[config.mk]
export PLATFORM = sky130hd
export DESIGN_NAME = rsa_ctrl_fsm_v2
export DESIGN_NICKNAME = d
export VERILOG_FILES = /design/src/rtl/rsa_ctrl_fsm_v2.sv
export SDC_FILE = /design/constraint.sdc
export NUM_CORES = 1
export LEC_CHECK = 0
export CORE_ASPECT_RATIO = 1.5
export CORE_MARGIN = 8
export CORE_UTILIZATION = 46
export CTS_CLUSTER_DIAMETER = 200
export DETAILED_ROUTE_END_ITERATION = 8
export PLACE_DENSITY_LB_ADDON = 0.08
export SKIP_LAST_GASP = 1
export SLEW_MARGIN = 0
export SYNTH_ARGS = -nofsm -noshare
export SYNTH_HDL_FRONTEND = slang
export SYNTH_SLANG_ARGS = --single-unit
[constraint.sdc]
create_clock -name clk -period 1.93 [get_ports clk]
set_clock_uncertainty 0.05 [all_clocks]
set_input_delay 0.386 -clock clk [delete_from_list [all_inputs] [get_ports clk]]
set_output_delay 0.386 -clock clk [all_outputs]
set_load 0.01 [all_outputs]
[src/rtl/rsa_ctrl_fsm_v2.sv]
// Control sequencer for the RSA modular-exponentiation datapath.
// Runs map, one LSB-first square-and-multiply round per exponent bit, and remap, with a start/done/abort handshake.
`timescale 1ns/1ps
module rsa_ctrl_fsm_v2 #(
  parameter int WIDTH     = 8,
  parameter int EXP_WIDTH = 8
) (
  input  logic                           clk,
  input  logic                           rstb,
  input  logic                           ena,
  input  logic                           start,
  input  logic                           abort,
  input  logic [EXP_WIDTH-1:0]           expE,
  output logic                           rst_mmm,
  output logic                           ld_a,
  output logic                           ld_r,
  output logic                           lock1,
  output logic                           lock2,
  output logic [1:0]                     sel1,
  output logic                           sel2,
  output logic                           busy,
  output logic                           eoc,
  output logic [$clog2(EXP_WIDTH+1)-1:0] round
);

  localparam int STEP_W  = $clog2(WIDTH+1);
  localparam int ROUND_W = $clog2(EXP_WIDTH+1);
  localparam logic [STEP_W-1:0] STEP_LAST = STEP_W'(WIDTH);

  typedef enum logic [3:0] {
    ST_IDLE       = 4'd0,
    ST_PRE_MAP    = 4'd1,
    ST_MAP        = 4'd2,
    ST_POST_MAP   = 4'd3,
    ST_PRE_MMM    = 4'd4,
    ST_MMM        = 4'd5,
    ST_POST_MMM   = 4'd6,
    ST_PRE_REMAP  = 4'd7,
    ST_REMAP      = 4'd8,
    ST_POST_REMAP = 4'd9,
    ST_DONE       = 4'd10
  } state_t;

  state_t                 state_r, state_s;
  logic [STEP_W-1:0]      step_r, step_s;
  logic [ROUND_W-1:0]     round_r, round_s;
  logic [EXP_WIDTH-1:0]   reg_exp_r, reg_exp_s;
  logic                   step_last_s;
  logic                   in_busy_s;
  logic [EXP_WIDTH-1:0]   exp_shift_s;

  assign step_last_s = (step_r == STEP_LAST);
  assign exp_shift_s = reg_exp_r >> 1;
  assign round       = round_r;

  // State and counter registers; ena freezes everything
  always_ff @(posedge clk or negedge rstb) begin
    if (!rstb) begin
      state_r   <= ST_IDLE;
      step_r    <= '0;
      round_r   <= '0;
      reg_exp_r <= '0;
    end else if (ena) begin
      state_r   <= state_s;
      step_r    <= step_s;
      round_r   <= round_s;
      reg_exp_r <= reg_exp_s;
    end
  end

  // Busy-state decode shared by abort qualification
  always_comb begin
    case (state_r)
      ST_PRE_MAP, ST_MAP, ST_POST_MAP,
      ST_PRE_MMM, ST_MMM, ST_POST_MMM,
      ST_PRE_REMAP, ST_REMAP, ST_POST_REMAP: in_busy_s = 1'b1;
      default:                               in_busy_s = 1'b0;
    endcase
  end

  // Next-state and counter update logic
  always_comb begin
    state_s   = state_r;
    step_s    = step_r;
    round_s   = round_r;
    reg_exp_s = reg_exp_r;
    case (state_r)
      ST_IDLE: begin
        step_s  = '0;
        round_s = '0;
        if (start) begin
          reg_exp_s = expE;
          state_s   = ST_PRE_MAP;
        end else begin
          state_s   = ST_IDLE;
        end
      end
      ST_PRE_MAP: state_s = ST_MAP;
      ST_MAP: begin
        if (step_last_s) begin
          state_s = ST_POST_MAP;
        end else begin
          step_s  = step_r + STEP_W'(1);
        end
      end
      ST_POST_MAP: begin
        step_s = '0;
        if (reg_exp_r == '0) begin
          state_s = ST_PRE_REMAP;
        end else begin
          state_s = ST_PRE_MMM;
        end
      end
      ST_PRE_MMM: state_s = ST_MMM;
      ST_MMM: begin
        if (step_last_s) begin
          state_s = ST_POST_MMM;
        end else begin
          step_s  = step_r + STEP_W'(1);
        end
      end
      ST_POST_MMM: begin
        step_s    = '0;
        round_s   = round_r + ROUND_W'(1);
        reg_exp_s = exp_shift_s;
        // Stop once no set bits remain above the one just consumed
        if (exp_shift_s == '0) begin
          state_s = ST_PRE_REMAP;
        end else begin
          state_s = ST_PRE_MMM;
        end
      end
      ST_PRE_REMAP: state_s = ST_REMAP;
      ST_REMAP: begin
        if (step_last_s) begin
          state_s = ST_POST_REMAP;
        end else begin
          step_s  = step_r + STEP_W'(1);
        end
      end
      ST_POST_REMAP: begin
        step_s  = '0;
        state_s = ST_DONE;
      end
      ST_DONE: begin
        if (start) begin
          reg_exp_s = expE;
          round_s   = '0;
          state_s   = ST_PRE_MAP;
        end else begin
          state_s   = ST_DONE;
        end
      end
      default: begin
        state_s   = ST_IDLE;
        step_s    = '0;
        round_s   = '0;
        reg_exp_s = '0;
      end
    endcase
    if (abort && in_busy_s) begin
      state_s = ST_IDLE;
      step_s  = '0;
    end else begin
      state_s = state_s;
    end
  end

  // Output decode of the registered state
  always_comb begin
    rst_mmm = 1'b0;
    ld_a    = 1'b0;
    ld_r    = 1'b0;
    lock1   = 1'b0;
    lock2   = 1'b0;
    sel1    = 2'b00;
    sel2    = 1'b0;
    eoc     = 1'b0;
    busy    = in_busy_s;
    case (state_r)
      ST_PRE_MAP, ST_MAP: begin
        rst_mmm = 1'b1;
        ld_a    = 1'b1;
        lock1   = 1'b1;
        lock2   = 1'b1;
      end
      ST_POST_MAP: begin
        rst_mmm = 1'b1;
        ld_r    = 1'b1;
        lock1   = 1'b1;
        lock2   = 1'b1;
      end
      ST_PRE_MMM, ST_MMM, ST_POST_MMM: begin
        rst_mmm = 1'b1;
        ld_a    = (state_r == ST_PRE_MMM);
        ld_r    = (state_r == ST_POST_MMM);
        lock1   = reg_exp_r[0];
        lock2   = 1'b1;
        sel1    = 2'b01;
        sel2    = 1'b1;
      end
      ST_PRE_REMAP, ST_REMAP, ST_POST_REMAP: begin
        rst_mmm = 1'b1;
        ld_a    = (state_r == ST_PRE_REMAP);
        ld_r    = (state_r == ST_POST_REMAP);
        lock1   = 1'b1;
        sel1    = 2'b10;
        sel2    = 1'b1;
      end
      ST_DONE: begin
        rst_mmm = 1'b1;
        lock1   = 1'b1;
        sel1    = 2'b10;
        sel2    = 1'b1;
        eoc     = 1'b1;
      end
      default: begin
        rst_mmm = 1'b0;
        busy    = 1'b0;
      end
    endcase
  end

endmodule

* Word-level counts from Yosys, hierarchy flattened
Memories as Yosys holds them, arrays and structs flattened. Index checks and enable logic that the tools add are counted.
Operators by class: reductions and logical operators 20, equal/unequal tests 18, add/sub/neg operators 2, multiplexer cells 25, bitwise gates (word level) 1
Operators with widths (number):
- 4-bit one-hot mux with 11 select lines | 1
- 4-bit two-way mux | 8
- 8-bit one-hot mux with 3 select lines | 1
- 4-bit by 3-bit equality test with 1-bit output, second input constant | 4
- 4-bit equality test, second input constant | 4
- 8-bit logical NOT | 2
- 7-bit OR reduction | 2
- 4-bit one-hot mux with 3 select lines | 1
- 10-bit OR reduction | 1
- 3-bit != test, second input constant | 3
- 3-bit AND reduction | 3
- 3-bit OR reduction | 3
- 4-bit by 1-bit adder with 4-bit output, second input constant | 2
- 4-bit by 2-bit equality test with 1-bit output, second input constant | 2
- 8-bit two-way mux | 1
- 4-bit one-hot mux with 2 select lines | 1
- 4-bit OR reduction | 2
- 8-bit OR reduction | 1
- 1-bit two-way mux | 6
- 1-bit one-hot mux with 3 select lines | 2
- 6-bit OR reduction | 1
- 4-bit by 1-bit equality test with 1-bit output, second input constant | 1
- 4-bit logical NOT | 1
- 2-bit two-way mux | 2
- other kinds (9) | 11
Word-level totals: register bits after elaboration 20, ROM bits 16, input bits 13, memories 1
Memories:
- (name not given) | words 16, bits a word 1, rd ports 1, clocked after memory_dff 0, write ports 0, RTL line 73 | case (state_r)

* Depth between registers and ports, before layout
depth after elaboration 4, gate-level depth with buffers 7

* Worst setup path before layout
No wires, ideal clock.
path kind flip-flop to output port, start register state_r[1], end output rst_mmm, data arrival time 1.526 ns, path buffers 2, stages on the path, launching flop included 6, path slack -0.032 ns, required time 1.494 ns, path through dfrtp_1 -> buf_4 -> clkbuf_1 -> and2_1 -> a211oi_1 -> or2_2
Between the ends: word-level cells in the longest chain between the ends 3, elaborated cells on any way between the ends 12, those cells by class eq/ne: 10; mux: 1; reduce/logical: 1
Ends and longest elaborated chain:
- start, declared | RTL line 44 | state_t state_r, state_s;
- start signal, assigned | RTL line 64 | state_r <= state_s;
- 4-bit by 3-bit equality test with 1-bit output (tied with other cells) | RTL line 180 | case (state_r)
- 10-bit OR reduction (no line) *
- 1-bit two-way mux * | RTL line 180
- end, declared | RTL line 14 | output logic rst_mmm,
Every way passes the cells marked *; elsewhere a longest branch is shown, timed or not.

* Worst setup path in the final report
start register state_r[2], end output ld_r
Between the ends: word-level cells in the longest chain between the ends 3, elaborated cells on any way between the ends 10, those cells by class eq/ne: 7; mux: 1; reduce/logical: 2
Ends and longest elaborated chain:
- 4-bit by 3-bit equality test with 1-bit output (tied with other cells) | RTL line 180
- 3-bit OR reduction
- 1-bit one-hot mux with 3 select lines * | RTL line 180
- end, declared | RTL line 16 | output logic ld_r,
Marked as above.

==> flow_metrics.env <==
export IMPL_diodes=0
export IMPL_first_iter_violations=86
export IMPL_synth_top_cell_by_area="dfrtp_1"
export IMPL_io_buffers=26
export IMPL_dp_slack_ns=-0.1089
export IMPL_placed_area_um2=1974
export IMPL_critPathRequiredTime_ns=1.49
export IMPL_numPlacedInstances=262
export IMPL_grtUsageMet2=0.3346
export IMPL_io_pins=27
export IMPL_ys_flop_type="dfrtp_1"
export IMPL_tightestPinTransition_ns=0.3203
export IMPL_ys_async_sr_fraction=1.000
export IMPL_regArea_um2=503.0
export IMPL_powerDensity_nw_per_um2=1481
export IMPL_slew_violations=0
export IMPL_post_route_cell_area_um2=2391
export IMPL_die_x_um=61.31
export IMPL_first_pass_iters=4
export IMPL_cts_sinks=20
export IMPL_setup_slack_ns=-0.07825
export IMPL_grt_usage=0.1825
export IMPL_fmax_mhz=497.9
export IMPL_core_area_um2=2913
export IMPL_cts_buffer_depth=2
export IMPL_max_slew_margin=0.7860
export IMPL_cts_root_buffer_cell="clkbuf_8"
export IMPL_leakagePower_nw=1.038
export IMPL_crit_fanout=5
export IMPL_rsz0062_at_grt="yes"
export IMPL_htreeDepth=1
export IMPL_synth_common_cells="dfrtp_1 (20), nor2_1 (18), nand2_1 (11), o21ai_0 (11), inv_1 (9)"
export IMPL_clkTransAtPathRegs_ns=0.08
export IMPL_grt_pass1_wl_um=7396
export IMPL_arrival_ns=1.57
export IMPL_routed_wl_um=4962
export IMPL_end_kind="output port"
export IMPL_rows=24
export IMPL_grt_antenna_before_repair=0
export IMPL_ys_ff_latch=20
export IMPL_grt_pass1_vias=1669
export IMPL_synth_edf_count=0
export IMPL_clk_latency_ns=0.26
export IMPL_setup_viol=6
export IMPL_yosysTopAreaCellShare=0.3534
export IMPL_drive_gt1_frac=0.4587
export IMPL_place_gp_congestion=0.8643
export IMPL_synthesis_nets=184
export IMPL_r2r_end="step_r[3]$_DFFE_PN0P_"
export IMPL_hold_ws_ns=0.4058
export IMPL_synthCells=168
export IMPL_violations="negative setup slack"
export IMPL_rrSetupSlack_ns=-0.06
export IMPL_r2r_start="state_r[2]$_DFFE_PN0P_"
export IMPL_ant_nets=0
export IMPL_top_usage_layer="met2"
export IMPL_cts_tree="built"
export IMPL_gr_total_overflow=0
export IMPL_area_delta_synth_final_pct=68.82
export IMPL_die_area_um2=5147
export IMPL_drc_errors=0
export IMPL_yosys_warnings=0
export IMPL_cp_start_kind="flip-flop"
export IMPL_crit_type="reg -> out"
export IMPL_status="finished, violations left"
export IMPL_crit_end="ld_r"
export IMPL_vdd_drop_max_mv=0.9601
export IMPL_crit_start="state_r[2]$_DFFE_PN0P_"
export IMPL_power_mw=3.540
export IMPL_final_util=0.8209
export IMPL_reg2reg_depth=6
export IMPL_ys_top_cells_by_area="dfrtp_1 (35%), nor2_1 (4.8%), o21ai_0 (3.9%), a22oi_1 (3.7%), nand2b_1 (3.1%)"
export IMPL_finalNonFillerCells=281
export IMPL_numCtsBuffers=3
export IMPL_ys_seq_area_frac=0.3534
export IMPL_n_fill_cell=187
export IMPL_multiInputGateArea_um2=1040
export IMPL_yosysMostFrequentCell="dfrtp_1"
export IMPL_fin_tns_setup_ns=-0.2633
export IMPL_met1_usage=0.1942
export IMPL_hold_path_class="in -> async"
export IMPL_fin_crit_sh=1.041
export IMPL_met3_usage=0.02006
export IMPL_hold_viol_final=0
export IMPL_dieHeight_um=83.96
export IMPL_netlist_area_um2=1416
export IMPL_start_util=0.4863
export IMPL_wl_per_cell_um=17.66
export IMPL_syn_area_per_cell_um2=8.431
export IMPL_grt_max_degree=21
export IMPL_fin_nets=259
export IMPL_ys_types=47
export IMPL_num_vias=1586
export IMPL_place_hpwl_um=3278
export IMPL_viasPerCell=5.644
export IMPL_max_cap_violations=0
export IMPL_period_minus_slack_ns=2.008
cells in the final DEF (no fill, tap or decap), types with 2 or more instances in the layout:
cell	count
buf_4	44
nor3b_2	2
dfrtp_2	2
clkbuf_2	4
a21oi_4	2
nor2_2	3
or4_1	2
o21ai_2	4
nand3b_1	2
inv_1	7
clkdlybuf4s50_1	16
o22ai_1	2
xnor2_2	2
nand2b_1	6
nand2_2	4
a21oi_1	7
clkbuf_8	3
a21oi_2	2
a22o_1	2
ha_1	3
buf_2	5
a22oi_1	7
nor3_2	2
nor2_1	14
nor3_1	4
inv_2	2
o21ai_0	5
a21boi_0	2
nand2_1	7
o21a_1	2
nand3_1	5
dfrtp_1	18
o21ai_1	8
buf_6	8
final cells by class:
cell class / instances / area share
tap: 39 / 0.02041
timing repair buffer: 81 / 0.2904
inverter: 9 / 0.01413
sequential: 20 / 0.2104
multi-input combinational: 128 / 0.4349
clock buffer: 3 / 0.01727
clock inverter: 1 / 0.01256
flip-flops by register name, summed over array words and instances, names as in the netlist:
| register | count |
|---|---|
| state_r | 4 |
| round | 4 |
| reg_exp_r | 8 |
| step_r | 4 |
layer usage:
layer	routed length [um]	vias up
li1	-	760
met1	1968	775
met2	2722	41
met3	183	10
met4	87	0
met5	0	-
repair_timing:
item                                    CTS  global route
endpoints found under the setup margin   18            29
pin swaps                                 7            13
buffers inserted                         13             2
cloned                                    0             1
hold buffers                              0             0
gates resized for setup                  46            46
where the power goes:
group / switching, mW / total (mW) / internal, mW
clock: 0.144 / 0.421 / 0.277
combinational: 1.18 / 2.44 / 1.26
sequential: 0.129 / 0.678 / 0.549
worst min path at each step:
stage	startpoint	to	slack, ns	cells past startpoint
CTS	rstb	step_r[1]$_DFFE_PN0P_	0.41	2
global route	rstb	reg_exp_r[1]$_DFFE_PN0P_	0.45	2
global placement	round[3]$_DFFE_PN0P_	round[3]$_DFFE_PN0P_	0.45	1
floorplan	rstb	reg_exp_r[0]$_DFFE_PN0P_	0.04	0
detailed placement	round[3]$_DFFE_PN0P_	round[3]$_DFFE_PN0P_	0.47	1
finish	rstb	step_r[1]$_DFFE_PN0P_	0.41	2
critical path, cell delays in order (launching register included):
cell	delay, ns
dfrtp_2	0.44
or2b_1	0.31
buf_6	0.15
nand2b_4	0.14
o21ai_1	0.10
buf_2	0.18
logic make-up (layout without fill, tap and decap cells):
| group | Yosys count | in the layout | synth area share |
|---|---|---|---|
| fa+ha+maj | 3 | 3 | 0.02650 |
| buf+inv | 20 | 94 | 0.07243 |
| flops | 20 | 20 | 0.3534 |
| compound gates | 56 | 56 | 0.2792 |
| mux | 1 | 1 | 0.007067 |
| simple gates | 65 | 65 | 0.2429 |
| xor+xnor | 3 | 3 | 0.01855 |
Note: power is estimated with default switching activity, not from simulation.
